File: config.mk
export PLATFORM = sky130hd
export DESIGN_NAME = decoder_scan_ctrl
export DESIGN_NICKNAME = d
export VERILOG_FILES = /design/src/rtl/decoder_scan_ctrl.sv
export SDC_FILE = /design/constraint.sdc
export NUM_CORES = 1
export LEC_CHECK = 0
export ABC_AREA = 1
export CAP_MARGIN = 10
export CORE_UTILIZATION = 40
export DETAILED_ROUTE_END_ITERATION = 10
export SLEW_MARGIN = 20
export SYNTH_ARGS = -nofsm -noshare
export SYNTH_HDL_FRONTEND = slang
export SYNTH_SLANG_ARGS = --single-unit
File: constraint.sdc
create_clock -name clk -period 1.8 [get_ports clk]
set_clock_uncertainty 0.15 [all_clocks]
set_input_delay 0.45 -clock clk [delete_from_list [all_inputs] [get_ports clk]]
set_output_delay 0.45 -clock clk [all_outputs]
set_load 0.01 [all_outputs]
File: src/rtl/decoder_scan_ctrl.sv
// Select-bus scan controller for a 2**N-output one-hot decoder: walks first..last with a per-code dwell.
// Optional freeze input `pause` is compiled in with DECODER_SCAN_PAUSE_EN.
module decoder_scan_ctrl #(
  parameter int N       = 3,
  parameter int DWELL_W = 8
) (
  input  logic               clk,
  input  logic               rst_n,
  input  logic               start,
  input  logic               stop,
  input  logic               dir,
  input  logic [N-1:0]       first,
  input  logic [N-1:0]       last,
  input  logic [DWELL_W-1:0] dwell,
  input  logic               loop,
`ifdef DECODER_SCAN_PAUSE_EN
  input  logic               pause,
`endif
  output logic [N-1:0]       sel,
  output logic               sel_valid,
  output logic               busy,
  output logic               step,
  output logic               done
);

  typedef enum logic [1:0] {
    IDLE = 2'd0,
    RUN  = 2'd1,
    FIN  = 2'd2
  } state_t;

  localparam logic [N-1:0]       SEL_ONE = {{(N-1){1'b0}}, 1'b1};
  localparam logic [DWELL_W-1:0] CNT_ONE = {{(DWELL_W-1){1'b0}}, 1'b1};

  state_t               state_r;
  state_t               state_nx_s;

  logic [N-1:0]         sel_r;
  logic [N-1:0]         sel_nx_s;
  logic                 sel_valid_r;
  logic                 sel_valid_nx_s;
  logic                 busy_r;
  logic                 busy_nx_s;
  logic                 step_r;
  logic                 step_nx_s;
  logic                 done_r;
  logic                 done_nx_s;
  logic [DWELL_W-1:0]   cnt_r;
  logic [DWELL_W-1:0]   cnt_nx_s;

  logic                 dir_r;
  logic [N-1:0]         first_r;
  logic [N-1:0]         last_r;
  logic [DWELL_W-1:0]   dwell_r;
  logic                 loop_r;

  logic                 load_cfg_s;
  logic                 launch_s;
  logic                 expire_s;
  logic                 at_last_s;
  logic                 pause_s;

  // Neighbouring code in the scan direction; wraps modulo 2**N.
  function automatic logic [N-1:0] next_code(input logic [N-1:0] cur, input logic down);
    if (down) begin
      next_code = cur - SEL_ONE;
    end else begin
      next_code = cur + SEL_ONE;
    end
  endfunction

`ifdef DECODER_SCAN_PAUSE_EN
  assign pause_s = pause;
`else
  assign pause_s = 1'b0;
`endif

  assign launch_s  = start & ~stop;
  assign expire_s  = (cnt_r == {DWELL_W{1'b0}});
  assign at_last_s = (sel_r == last_r);

  // FSM state register
  always_ff @(posedge clk or negedge rst_n) begin
    if (!rst_n) begin
      state_r <= IDLE;
    end else begin
      state_r <= state_nx_s;
    end
  end

  // FSM next-state decode; stop outranks pause, expiry and loop restart
  always_comb begin
    state_nx_s = state_r;
    case (state_r)
      IDLE: begin
        if (launch_s) begin
          state_nx_s = RUN;
        end else begin
          state_nx_s = IDLE;
        end
      end
      RUN: begin
        if (stop) begin
          state_nx_s = IDLE;
        end else if (pause_s) begin
          state_nx_s = RUN;
        end else if (expire_s && at_last_s && !loop_r) begin
          state_nx_s = FIN;
        end else begin
          state_nx_s = RUN;
        end
      end
      FIN: begin
        state_nx_s = IDLE;
      end
      default: begin
        state_nx_s = IDLE;
      end
    endcase
  end

  // FSM output decode: next values for the registered outputs and dwell counter
  always_comb begin
    sel_nx_s       = sel_r;
    sel_valid_nx_s = sel_valid_r;
    busy_nx_s      = busy_r;
    step_nx_s      = 1'b0;
    done_nx_s      = 1'b0;
    cnt_nx_s       = cnt_r;
    load_cfg_s     = 1'b0;
    case (state_r)
      IDLE: begin
        if (launch_s) begin
          load_cfg_s     = 1'b1;
          sel_nx_s       = first;
          sel_valid_nx_s = 1'b1;
          busy_nx_s      = 1'b1;
          cnt_nx_s       = dwell;
        end else begin
          sel_valid_nx_s = 1'b0;
          busy_nx_s      = 1'b0;
        end
      end
      RUN: begin
        if (stop) begin
          sel_valid_nx_s = 1'b0;
          busy_nx_s      = 1'b0;
        end else if (pause_s) begin
          cnt_nx_s = cnt_r;
        end else if (!expire_s) begin
          cnt_nx_s = cnt_r - CNT_ONE;
        end else if (!at_last_s) begin
          sel_nx_s  = next_code(sel_r, dir_r);
          cnt_nx_s  = dwell_r;
          step_nx_s = 1'b1;
        end else if (loop_r) begin
          sel_nx_s  = first_r;
          cnt_nx_s  = dwell_r;
          step_nx_s = 1'b1;
        end else begin
          sel_valid_nx_s = 1'b0;
          busy_nx_s      = 1'b0;
          done_nx_s      = 1'b1;
        end
      end
      FIN: begin
        sel_valid_nx_s = 1'b0;
        busy_nx_s      = 1'b0;
      end
      default: begin
        sel_valid_nx_s = 1'b0;
        busy_nx_s      = 1'b0;
        cnt_nx_s       = {DWELL_W{1'b0}};
      end
    endcase
  end

  // Output and dwell-counter registers
  always_ff @(posedge clk or negedge rst_n) begin
    if (!rst_n) begin
      sel_r       <= {N{1'b0}};
      sel_valid_r <= 1'b0;
      busy_r      <= 1'b0;
      step_r      <= 1'b0;
      done_r      <= 1'b0;
      cnt_r       <= {DWELL_W{1'b0}};
    end else begin
      sel_r       <= sel_nx_s;
      sel_valid_r <= sel_valid_nx_s;
      busy_r      <= busy_nx_s;
      step_r      <= step_nx_s;
      done_r      <= done_nx_s;
      cnt_r       <= cnt_nx_s;
    end
  end

  // Scan settings captured once per launch so mid-scan input changes are ignored
  always_ff @(posedge clk or negedge rst_n) begin
    if (!rst_n) begin
      dir_r   <= 1'b0;
      first_r <= {N{1'b0}};
      last_r  <= {N{1'b0}};
      dwell_r <= {DWELL_W{1'b0}};
      loop_r  <= 1'b0;
    end else if (load_cfg_s) begin
      dir_r   <= dir;
      first_r <= first;
      last_r  <= last;
      dwell_r <= dwell;
      loop_r  <= loop;
    end else begin
      dir_r   <= dir_r;
      first_r <= first_r;
      last_r  <= last_r;
      dwell_r <= dwell_r;
      loop_r  <= loop_r;
    end
  end

  assign sel       = sel_r;
  assign sel_valid = sel_valid_r;
  assign busy      = busy_r;
  assign step      = step_r;
  assign done      = done_r;

endmodule

==> reports/metrics.yaml <==
slew_violations: 0
placedCellCount: 334
start_kind: "flop"
criticalPathCategory: "reg2out"
avgRoutedWirePerCell_um: 12.66
min_path_type: "in2async"
synth_edf_count: 0
via_per_inst: 4.795
yosys_warnings: 0
io_buffers: 26
overflow: 0
path_cells: "clkdlybuf4s50_1"
cts_buffer_depth: 2
critPathMaxStageDelay_ns: 0.53
power_density_nw_per_um2: 936.6
cts_tree: "yes"
antenna_left: 0
h-tree-depth: 2
cts.clk_slew.worst_paths_ns: 0.07
synthesis.area_um2: 1926
synth-seq-cells: 32
totalWireLength_mm: 4.393
seq_power_share_pct: 39.0
leakage_nw: 1.334
top_level_ports: 27
place.gp.congestion: 0.8703
grt_pass1_vias: 1642
cts_sinks: 32
postPlaceCellArea_um2: 2367
start_util_pct: 42.75
synth_fp_nets: 264
cp.required_ns: 1.20
vias: 1664
yosys_most_used_dff: "dfrtp_1"
async_reset_ff_share_pct: 100.0
fp.dieH_um: 71.38
setup_violations: 0
postCtsHoldBufs: 0
p_int_mw: 1.546
drtIter0Drc: 72
num-nets-final: 317
r2r_start: "sel[0]$_DFFE_PN0P_"
critPathMaxFanout: 1
antenna_found_initial: 0
drive_gt1_share_pct: 23.05
switching_share_pct: 35.35
period_share_pct: 96.07
dp.final_hpwl_mm: 3.080
syn_inst: 242
core_area_um2: 4504
final_area_um2: 2552
synth_cell_type_count: 33
end_kind: "output port"
syn_area_per_cell_um2: 7.957
rows: 24
yosysSeqAreaShare_pct: 41.59
grt.total_usage_pct: 19.75
grt_pass1_wl_mm: 7.596
startpoint: "done$_DFF_PN0_"
finish.utilization_pct: 56.67
arrival_ns: 1.13
final_cells: 347
violations: "DRC"
tightest_slew_ns: 0.3280
syn_to_final_growth_pct: 32.55
insertion_delay_ns: 0.28
crit_family: "buffers and inverters"
drc: 2
hold_violations: 0
path_buf_inv: 1
rsz0062_at_grt: "no"
chipWidth_um: 71.38
cts-root-buf: "clkbuf_8"
switchingPower_uw: 845.1
p_clk_share_pct: 21.8
firstDrtPassIters: 7
power_frac_comb_pct: 39.2
fin_crit_ns: 1.729
ir_drop_mv: 0.4558
outcome: "finished, violations left"
grt_max_degree: 33
cts_buffers: 5
die_area_um2: 5095
num_antenna_cells: 0
slew_headroom_pct: 78.13
crit_slowest_cell: "clkdlybuf4s50_1"
maxCapViolations: 0
timing.fmax_mhz: 578.3
-- power groups by stage --
stage | Sequential [mW] | Clock (mW) | Combinational [mW]
CTS | 0.930 | 0.539 | 0.869
global route | 0.951 | 0.574 | 1.05
detailed placement | 0.962 | 0 | 0.821
global placement | 0.960 | 0 | 0.814
finish | 0.932 | 0.521 | 0.937
floorplan | 0.951 | 0 | 0.540
-- synth_stat cells, types with 3 or more instances --
| cell | number | area (um^2) |
|---|---|---|
| nand2_1 | 85 | 319.1 |
| dfrtp_1 | 32 | 800.8 |
| inv_1 | 23 | 86.33 |
| nor2_1 | 23 | 86.33 |
| nand3_1 | 20 | 100.1 |
| a21oi_1 | 7 | 35.03 |
| inv_2 | 5 | 18.77 |
| mux2_4 | 5 | 75.07 |
| mux2_2 | 4 | 45.04 |
| nor2_4 | 4 | 45.04 |
| nor2_2 | 3 | 18.77 |
| nor3_1 | 3 | 15.01 |
| o21ai_1 | 3 | 15.01 |
-- worst reg2reg max path: cells and delay by family, from the launching register on --
kind	cells	cell delay, ns
adder cells (fa/ha/maj)	1	0.43
buffers and inverters	3	0.25
flip-flops	1	0.35
AND/OR/NAND/NOR	7	0.38
-- logic make-up after synthesis --
family | share of synthesized area [%]
muxes | 6.238
DFF | 41.59
and+or+nand+nor | 36.71
AOI/OAI and AO/OA | 4.158
adders and majority gates | 1.689
buffers and inverters | 7.407
xor gates and xnor gates | 2.210
-- state kept, by name, indices dropped and copies added (netlist names), 2 cells and up --
signal   flops
first_r      3
dwell_r      8
sel          3
state_r      2
cnt_r        8
last_r       3
-- through the flow --
stage / setup WS [ns] / hold slack (ns) / power [mW] / setup TNS (ns)
2_1_floorplan: 0.1631 / 0.004409 / 1.491 / 0
3_3_place_gp: -0.1571 / 0.3402 / 1.774 / -3.256
3_5_place_dp: -0.1780 / 0.3420 / 1.783 / -3.201
4_1_cts: 0.01538 / 0.3598 / 2.339 / 0
5_1_grt: 0.0003703 / 0.3715 / 2.573 / 0
6_report: 0.07072 / 0.3593 / 2.391 / 0
-- layer usage --
layer,GRT usage [%],vias to the layer above,routed length (um)
li1,-,864,-
met1,28.33,765,2186
met2,29.42,28,1959
met3,3.797,7,175
met4,7.778,0,72
met5,0,-,0
-- placed cells by master (no fill, tap or decap), drive strengths merged, types with 2 or more instances in the layout --
cell and count:
nand2 89, dfrtp 32, nor2 31, inv 29, buf 24, nand3 22, clkdlybuf4s50 21, a21oi 9
mux2 9, clkbuf 6, dlygate4sd2 4, o21ai 4, nor3 3, xnor2 3, nand4 2
-- area by class of cell --
cell class	instances	area, um^2
Clock buffer	6	72.57
Multi-Input combinational cell	177	1031
Inverter	29	113.9
Sequential cell	32	802.0
Timing Repair Buffer	50	462.9
Fill cell	427	1952
Clock inverter	1	5.005
Tap cell	52	65.06
-- repair_timing --
item                       4_1_cts  5_1_grt
setup endpoints to repair        5       15
setup buffers                    3        3
gates resized for setup          5       11
pin swaps                        0        2
-- final timing paths --
kind	endpoint	cells after the start	slack, ns
hold / removal	sel[1]$_DFFE_PN0P_	2	0.36
setup reg to reg	sel[2]$_DFFE_PN0P_	11	0.13
hold reg to reg	dwell_r[6]$_DFFE_PN0P_	1	0.36
setup / recovery	done	1	0.07
min in group clk	dwell_r[6]$_DFFE_PN0P_	1	0.36
max in group asynchronous	sel[2]$_DFFE_PN0P_	2	0.92
No activity file was read; power rests on OpenSTA's default activity.
